<file path="src/rtl/mac_pkg.sv">
// Shared definitions for the MAC operand feeder: datapath widths, default depth
// and the controller state encoding.
package mac_pkg;
  localparam int FP_W          = 16;
  localparam int DEPTH_DEFAULT = 8;
  localparam int CNT_W         = 4;

  typedef enum logic [2:0] {
    IDLE,
    LOAD,
    CLEAR,
    RUN,
    DRAIN,
    RESP
  } state_t;
endpackage

</file>
<file path="src/rtl/mac_operand_buf.sv">
// Operand pair storage: DEPTH x 32-bit register file written in arrival order
// and read back sequentially through a registered read port.
module mac_operand_buf
  import mac_pkg::*;
#(
  parameter int DEPTH = DEPTH_DEFAULT
) (
  input  logic              clk,
  input  logic              reset,
  input  logic              wr_en,
  input  logic [2*FP_W-1:0] wr_data,
  input  logic              clear,
  input  logic              rd_start,
  input  logic              rd_adv,
  output logic [CNT_W-1:0]  count,
  output logic [CNT_W-1:0]  rd_idx,
  output logic [2*FP_W-1:0] rd_data
);
  localparam int AW = (DEPTH > 1) ? $clog2(DEPTH) : 1;

  logic [2*FP_W-1:0] mem [DEPTH];
  logic [CNT_W-1:0]  wr_idx_reg;
  logic [CNT_W-1:0]  rd_idx_reg;
  logic [CNT_W-1:0]  rd_idx_next;
  logic [2*FP_W-1:0] rd_data_reg;

  // The read address runs one step ahead so rd_data lines up with rd_idx.
  always_comb begin
    rd_idx_next = rd_idx_reg;
    if (rd_start) begin
      rd_idx_next = '0;
    end else if (rd_adv) begin
      rd_idx_next = rd_idx_reg + CNT_W'(1);
    end
  end

  always_ff @(posedge clk) begin
    if (wr_en && (wr_idx_reg < CNT_W'(DEPTH))) begin
      mem[wr_idx_reg[AW-1:0]] <= wr_data;
    end
  end

  always_ff @(posedge clk) begin
    if (reset) begin
      wr_idx_reg  <= '0;
      rd_idx_reg  <= '0;
      rd_data_reg <= '0;
    end else begin
      if (clear) begin
        wr_idx_reg <= '0;
      end else if (wr_en) begin
        wr_idx_reg <= wr_idx_reg + CNT_W'(1);
      end
      rd_idx_reg <= rd_idx_next;
      if (rd_idx_next < CNT_W'(DEPTH)) begin
        rd_data_reg <= mem[rd_idx_next[AW-1:0]];
      end
    end
  end

  assign count   = wr_idx_reg;
  assign rd_idx  = rd_idx_reg;
  assign rd_data = rd_data_reg;
endmodule

</file>
<file path="src/rtl/mac_operand_feeder.sv">
// Collects a burst of FP16 operand pairs, then replays them into an external
// MAC (clear, count enables, drain) and holds the captured result for a consumer.
module mac_operand_feeder
  import mac_pkg::*;
#(
  parameter int DEPTH   = DEPTH_DEFAULT,
  parameter int MAC_LAT = 1
) (
  input  logic             clk,
  input  logic             reset,
  input  logic             in_valid,
  output logic             in_ready,
  input  logic [FP_W-1:0]  in_a,
  input  logic [FP_W-1:0]  in_b,
  input  logic             in_last,
  output logic             mac_clear,
  output logic             mac_enable,
  output logic [FP_W-1:0]  mac_a,
  output logic [FP_W-1:0]  mac_b,
  input  logic [FP_W-1:0]  mac_result,
  output logic             res_valid,
  input  logic             res_ready,
  output logic [FP_W-1:0]  res_data,
  output logic [CNT_W-1:0] res_count
);
  state_t            state_reg, state_next;
  logic [7:0]        lat_reg, lat_next;
  logic              wr_en, buf_clear, rd_start, rd_adv, capture, accept;
  logic [CNT_W-1:0]  count, rd_idx, count_after;
  logic [2*FP_W-1:0] rd_data;
  logic              in_ready_reg, mac_clear_reg, mac_enable_reg, res_valid_reg;
  logic [FP_W-1:0]   res_data_reg;
  logic [CNT_W-1:0]  res_count_reg;

  assign accept = in_valid && in_ready_reg;

  mac_operand_buf #(.DEPTH(DEPTH)) u_buf (
    .clk      (clk),
    .reset    (reset),
    .wr_en    (wr_en),
    .wr_data  ({in_a, in_b}),
    .clear    (buf_clear),
    .rd_start (rd_start),
    .rd_adv   (rd_adv),
    .count    (count),
    .rd_idx   (rd_idx),
    .rd_data  (rd_data)
  );

  always_comb begin
    state_next = state_reg;
    lat_next   = lat_reg;
    wr_en      = 1'b0;
    buf_clear  = 1'b0;
    rd_start   = 1'b0;
    rd_adv     = 1'b0;
    capture    = 1'b0;
    unique case (state_reg)
      IDLE, LOAD: begin
        if (accept) begin
          wr_en = 1'b1;
          if (in_last || (count == CNT_W'(DEPTH - 1))) state_next = CLEAR;
          else                                         state_next = LOAD;
        end
      end
      CLEAR: begin
        rd_start   = 1'b1;
        state_next = RUN;
      end
      RUN: begin
        rd_adv = 1'b1;
        if (rd_idx == count - CNT_W'(1)) begin
          state_next = DRAIN;
          lat_next   = '0;
        end
      end
      DRAIN: begin
        lat_next = lat_reg + 8'd1;
        if (lat_reg == 8'(MAC_LAT - 1)) begin
          capture    = 1'b1;
          state_next = RESP;
        end
      end
      RESP: begin
        if (res_ready) begin
          buf_clear  = 1'b1;
          state_next = IDLE;
        end
      end
      default: state_next = IDLE;
    endcase
    count_after = buf_clear ? '0 : (wr_en ? count + CNT_W'(1) : count);
  end

  // Every output is registered from the next-state view, so none depends combinationally on an input.
  always_ff @(posedge clk) begin
    if (reset) begin
      state_reg      <= IDLE;
      lat_reg        <= '0;
      in_ready_reg   <= 1'b0;
      mac_clear_reg  <= 1'b0;
      mac_enable_reg <= 1'b0;
      res_valid_reg  <= 1'b0;
      res_data_reg   <= '0;
      res_count_reg  <= '0;
    end else begin
      state_reg      <= state_next;
      lat_reg        <= lat_next;
      in_ready_reg   <= ((state_next == IDLE) || (state_next == LOAD)) &&
                        (count_after < CNT_W'(DEPTH));
      mac_clear_reg  <= (state_next == CLEAR);
      mac_enable_reg <= (state_next == RUN);
      res_valid_reg  <= (state_next == RESP);
      if (capture) begin
        res_data_reg  <= mac_result;
        res_count_reg <= count;
      end
    end
  end

  assign in_ready   = in_ready_reg;
  assign mac_clear  = mac_clear_reg;
  assign mac_enable = mac_enable_reg;
  assign mac_a      = mac_enable_reg ? rd_data[2*FP_W-1:FP_W] : '0;
  assign mac_b      = mac_enable_reg ? rd_data[FP_W-1:0] : '0;
  assign res_valid  = res_valid_reg;
  assign res_data   = res_data_reg;
  assign res_count  = res_count_reg;
endmodule
</file>
<file path="config.mk">
export PLATFORM = sky130hd
export DESIGN_NAME = mac_operand_feeder
export DESIGN_NICKNAME = d
export VERILOG_FILES = /design/src/rtl/mac_pkg.sv /design/src/rtl/mac_operand_buf.sv /design/src/rtl/mac_operand_feeder.sv
export SDC_FILE = /design/constraint.sdc
export NUM_CORES = 1
export LEC_CHECK = 0
export BUFFER_PORTS_ARGS = -buffer_cell sky130_fd_sc_hd__buf_2
export CAP_MARGIN = 20
export CORE_UTILIZATION = 59
export DETAILED_ROUTE_END_ITERATION = 8
export GPL_TIMING_DRIVEN = 0
export PLACE_DENSITY = 0.88
export SLEW_MARGIN = 5
export SYNTH_ARGS = -nofsm -noshare
export SYNTH_HDL_FRONTEND = slang
export SYNTH_SLANG_ARGS = --single-unit
</file>
<file path="constraint.sdc">
create_clock -name clk -period 5.1 [get_ports clk]
set_clock_uncertainty 0.2 [all_clocks]
set_input_delay 1.02 -clock clk [delete_from_list [all_inputs] [get_ports clk]]
set_output_delay 1.02 -clock clk [all_outputs]
set_load 0.01 [all_outputs]
</file>
# Yosys cells after proc, flatten, opt, wreduce, memory -nomap -nowiden

Memory sizes are Yosys's and may differ from the RTL's. A register that Yosys moved wholly into a read port is not among the register bits.
Index checks and enable logic that the tools add are counted.

Register bits: 43
RAM bits: 256
Bits of input ports: 53
Output and inout port bits: 56
Word-level logic and storage cells: 65
Memories: 1

Add/subtract/negate cells: 4
Magnitude comparators: 3
Equality and inequality tests: 12
Muxes and demuxes: 24
Reduce and logical (&&, ||, !) cells: 11

Memory list:

| name      | depth | bits a word | read ports | clocked after Yosys merged registers in | wr ports | line                  | source |
|---|---|---|---|---|---|---|---|
| u_buf.mem | 8     | 32          | 1          | 1                                       | 1        | mac_operand_buf.sv:21 | `logic [2*FP_W-1:0] mem [DEPTH];` |

Operator list:

| operator                                                               | count |
|---|---|
| 16-bit 2-to-1 mux                                                      | 2 |
| 4-bit 2-to-1 mux                                                       | 4 |
| 8-bit one-hot mux with 2 select lines                                  | 1 |
| 3-bit one-hot mux with 5 select lines                                  | 1 |
| 3-bit by 2-bit equality test with 1-bit output (second input constant) | 4 |
| 4-bit < comparator (second input constant)                             | 3 |
| 3-bit 2-to-1 mux                                                       | 4 |
| 1-bit 2-to-1 mux                                                       | 10 |
| 3-bit equality test (second input constant)                            | 3 |
| 4-bit by 1-bit adder with 4-bit output (second input constant)         | 2 |
| 8-bit by 1-bit adder with 8-bit output (second input constant)         | 1 |
| 8-bit logical NOT                                                      | 1 |
| 8-bit 2-to-1 mux                                                       | 1 |
| 3-bit by 1-bit equality test with 1-bit output (second input constant) | 2 |
| 3-bit logical NOT                                                      | 2 |
| 4-bit by 3-bit equality test with 1-bit output (second input constant) | 1 |
| 4-bit equality test                                                    | 1 |
| 4-bit by 1-bit subtractor with 4-bit output (second input constant)    | 1 |
| 1-bit logical AND                                                      | 3 |
| 1-bit logical OR                                                       | 2 |
| 2-bit 2-to-1 mux                                                       | 1 |
| 2-bit != test (second input constant)                                  | 1 |
| 2-bit AND reduction                                                    | 1 |
| 2-bit nonzero test                                                     | 1 |
| 2-bit OR reduction                                                     | 1 |

# Longest topological paths before layout

Depth after elaboration: 8
Mapped depth: 9
Mapped depth without buffers: 7

# Cells and area by module

Synthesis repeated with hierarchy kept, for this count alone.

Cell total of the unflattened synthesis: 1,376
Area, all modules: 15,636.2 µm²

Modules (own cells, without submodules):

| module             | instances | cells each | area an instance (µm²) | sequential area each (µm²) |
|---|---|---|---|---|
| mac_operand_buf    | 1         | 1,156      | 13,805.7               | 8,488.1 |
| mac_operand_feeder | 1         | 220        | 1,830.5                | 700.7 |

# Worst setup path after synthesis

No wires, ideal clock.

Path type: input port to flip-flop
Start point: input in_valid
End point: memory u_buf.mem[0][0] in the netlist's numbering (enable)
Library setup time: 0.461 ns
Arrival: 4.052 ns
Required time: 4.439 ns
Path slack: 0.387 ns
Stages: 4
Buffers on the path: 0
Cells stage by stage: nand2_1 > nor3_1 > nand3_1 > nor3_1

Longest elaborated chain between the ends: 6

Ends and longest elaborated chain:

| item                                   | line                     | source |
|---|---|---|
| start: declaration                     | mac_operand_feeder.sv:11 | `input logic in_valid,` |
| 1-bit logical AND                      | mac_operand_feeder.sv:35 | `assign accept = in_valid && in_ready_reg;` |
| 1-bit 2-to-1 mux                       | mac_operand_feeder.sv:60 | `if (accept) begin` |
| 1-bit 2-to-1 mux                       | mac_operand_feeder.sv:58 | `unique case (state_reg)` |
| 1-bit logical AND                      | mac_operand_buf.sv:38    | `if (wr_en && (wr_idx_reg < CNT_W'(DEPTH))) begin` |
| 1-bit 2-to-1 mux                       | mac_operand_buf.sv:38    |  |
| 1-bit 2-to-1 mux (not written as such) | mac_operand_buf.sv:39    | `mem[wr_idx_reg[AW-1:0]] <= wr_data;` |
| end: declaration                       | mac_operand_buf.sv:21    |  |

Every way passes these cells.

# Worst setup path in the final report

Start point: input in_valid
End point: memory u_buf.mem[1][14] in the netlist's numbering (enable)

The elaborated chain is that of the path after synthesis.

==> results.tsv <==
metric	value	unit
status	finished, final reports clean	
cts_tree	built	
cts_setup_buffers	0	
avgSynthCellArea	17.4	um2
fp.dieW	148	um
ys_top_cells_by_area	edfxtp_1, dfxtp_1, mux4_2	
cp_slowest_stage_delay	0.90	ns
rsz0062_at_grt	no	
chipHeight	148	um
fin_crit	3.66	ns
path_buf_inv	2	
clock_path_buffers	3	
cts_num_sinks	331	
worstHoldEndpoint	res_data[4]	
drv_cap	0	
antenna_found_initial	2	
dp_hpwl	17.2	mm
track_usage	26.1	%
yosys-top-cells-count	edfxtp_1, dfxtp_1, mux4_2	
gp_congestion	0.838	
firstDrtPassIters	7	
crit_chain	buf_2 -> nand2_1 -> nor3_1 -> nand3_1 -> nor3_2 -> buf_4	
grt_pass1_wl	42.1	mm
placed_area	13800	um2
ys_seq_elements	331	
synthFlopType	edfxtp_1	
post_cts_resized	0	
end_kind	flip-flop	
post_drt_wl_per_cell	23.5	um
drc_errors	0	
clk_pin_slew	0.06	ns
required	5.15	ns
grt_max_degree	21	
port_buffers	108	
dieArea	22000	um2
crit_slowest_cell	nor3_2	
r2r-end	u_buf.mem[1][14]	
drive_gt1_share	29.1	%
hold_path.class	reg2reg	
worstSetupPathType	in2reg	
yosys.area.top_type	edfxtp_1	
fin_area	14800	um2
ys_types	42	
yosysMostFrequentCell	edfxtp_1	
syn_area	12600	um2
worstPathArrival	3.71	ns
slew_violations	0	
grt_pass1_vias	7380	
min_path_cells	2	
vias_per_cell	6.18	
pre_cts_slack	0.986	ns
cts-root-buf	clkbuf_16	
crit_family	simple AND/OR/NAND/NOR gates	
stdcell_count	1180	
drt_iter0_markers	601	
r2r_setup_slack	1.57	ns
netlist_instances	724	
cts_made_buffers	31	
totalWireLength	27.7	mm
ys.warnings.count	0	
critPathMaxFanout	9	
r2r_start	state_reg[1]	
setup_ws	1.44	ns
start_util	60.0	%
worstRegToRegCells	4	
synth_top_area_share	60.9	%
finalSetupViolations	0	
io_pins	109	
dp.cells	1120	
ys_seq_area_share	72.8	%
antenna_left	0	
hold_buffers	0	
min-delay-start	res_data[4]	
hold_violations	0	
synth_edf_count	256	
largest_register_ffs	256	
irDropWorstVdd	0.000327	V
cts-htree-levels	1	
layout-area-overhead-vs-synth	17.4	%
clock.fmax	0.273	GHz
worst_slew_pin_slew	1.03	ns
syn-num-nets	782	
vias	7291	
p_per_area	367	nW/um2
post-route-util	70.5	%
finish.net_count	936	
hold_ws	0.246	ns
min_period_over_period	71.7	%
slew_headroom	31.2	%
start_kind	primary input	
clk_latency	0.55	ns
async_flop_share	0	%
num_rows	53	
gr-total-overflow	0	
core_area	21000	um2
p_leak	5.26	nW
[kinds of logic (layout without fill, tap and decap cells)]
kind of cell,after synthesis,count (layout),synth area share (%)
DFF,331,331,72.8
and+or+nand+nor,179,179,7.77
AOI/OAI and AO/OA,81,81,4.68
muxes,66,66,11.6
buffers and inverters,53,232,2.00
xor gates and xnor gates,9,9,0.625
adders and majority gates,5,5,0.496
other,0,2,0
[how the worst max path moves through the flow]
stage          startpoint          endpoint  slack [ns]  cells past startpoint
2_1_floorplan    in_valid   u_buf.mem[0][0]        0.39                      4
3_3_place_gp     in_valid  u_buf.mem[1][11]       -2.21                      5
3_5_place_dp     in_valid  u_buf.mem[1][11]        0.99                      6
4_1_cts          in_valid  u_buf.mem[1][12]        1.51                      6
5_1_grt          in_valid  u_buf.mem[1][24]        1.33                      6
6_report         in_valid  u_buf.mem[1][14]        1.44                      6
[metrics by stage]
| stage | TNS (ns) | power [mW] |
|---|---|---|
| 5_1_grt | 0 | 5.57 |
| 6_report | 0 | 5.43 |
| 4_1_cts | 0 | 5.45 |
| 3_3_place_gp | -184.47 | 3.18 |
| 3_5_place_dp | 0 | 3.20 |
| 2_1_floorplan | 0 | 3.11 |
[power by group]
| part | internal [mW] | switching [mW] | total (mW) |
|---|---|---|---|
| Sequential | 2.94 | 0.0169 | 2.96 |
| Combinational | 0.0788 | 0.105 | 0.184 |
| Clock | 1.32 | 0.969 | 2.28 |
[area by class of cell]
type,instances,area (um2)
Tap cell,275,344
Antenna cell,2,5.00
Clock inverter,18,150
Clock buffer,40,877
Inverter,8,30.0
Multi-Input combinational cell,340,3230
Fill cell,1259,6210
Sequential cell,331,9190
Buffer,45,223
Timing Repair Buffer,121,762
[layout by cell type, fill, tap and decap left out, types with 3 or more instances in the layout]
cell / instances
edfxtp_1: 256
buf_2: 118
dfxtp_1: 75
mux4_2: 64
nand2_1: 49
nor3b_1: 33
and2_1: 32
a21oi_1: 32
a221o_1: 32
clkbuf_16: 32
clkbuf_1: 26
nor2_1: 17
nor3_1: 9
inv_1: 8
o21ai_0: 8
buf_6: 7
nand3_1: 7
buf_4: 7
nor2_4: 6
clkinv_2: 6
nor2b_1: 5
and3_1: 5
xor2_1: 5
ha_1: 5
clkinv_1: 5
buf_16: 5
xnor2_1: 4
clkbuf_8: 4
nand2b_1: 3
nor3_2: 3
buf_1: 3
or3_1: 3
[worst min-delay path: stages, from the launching register on]
cell and delay [ns]:
dfxtp_1 0.31, nand2_1 0.05, a21oi_1 0.05
[layer usage]
| layer | track usage (%) | up-vias | routed length, um |
|---|---|---|---|
| met5 | 0 | - | 0 |
| met3 | 3.77 | 76 | 1910 |
| li1 | - | 3161 | - |
| met1 | 33.6 | 3683 | 10600 |
| met2 | 45.0 | 371 | 14100 |
| met4 | 10.8 | 0 | 1050 |
Note: power is estimated with default switching activity, not from simulation.
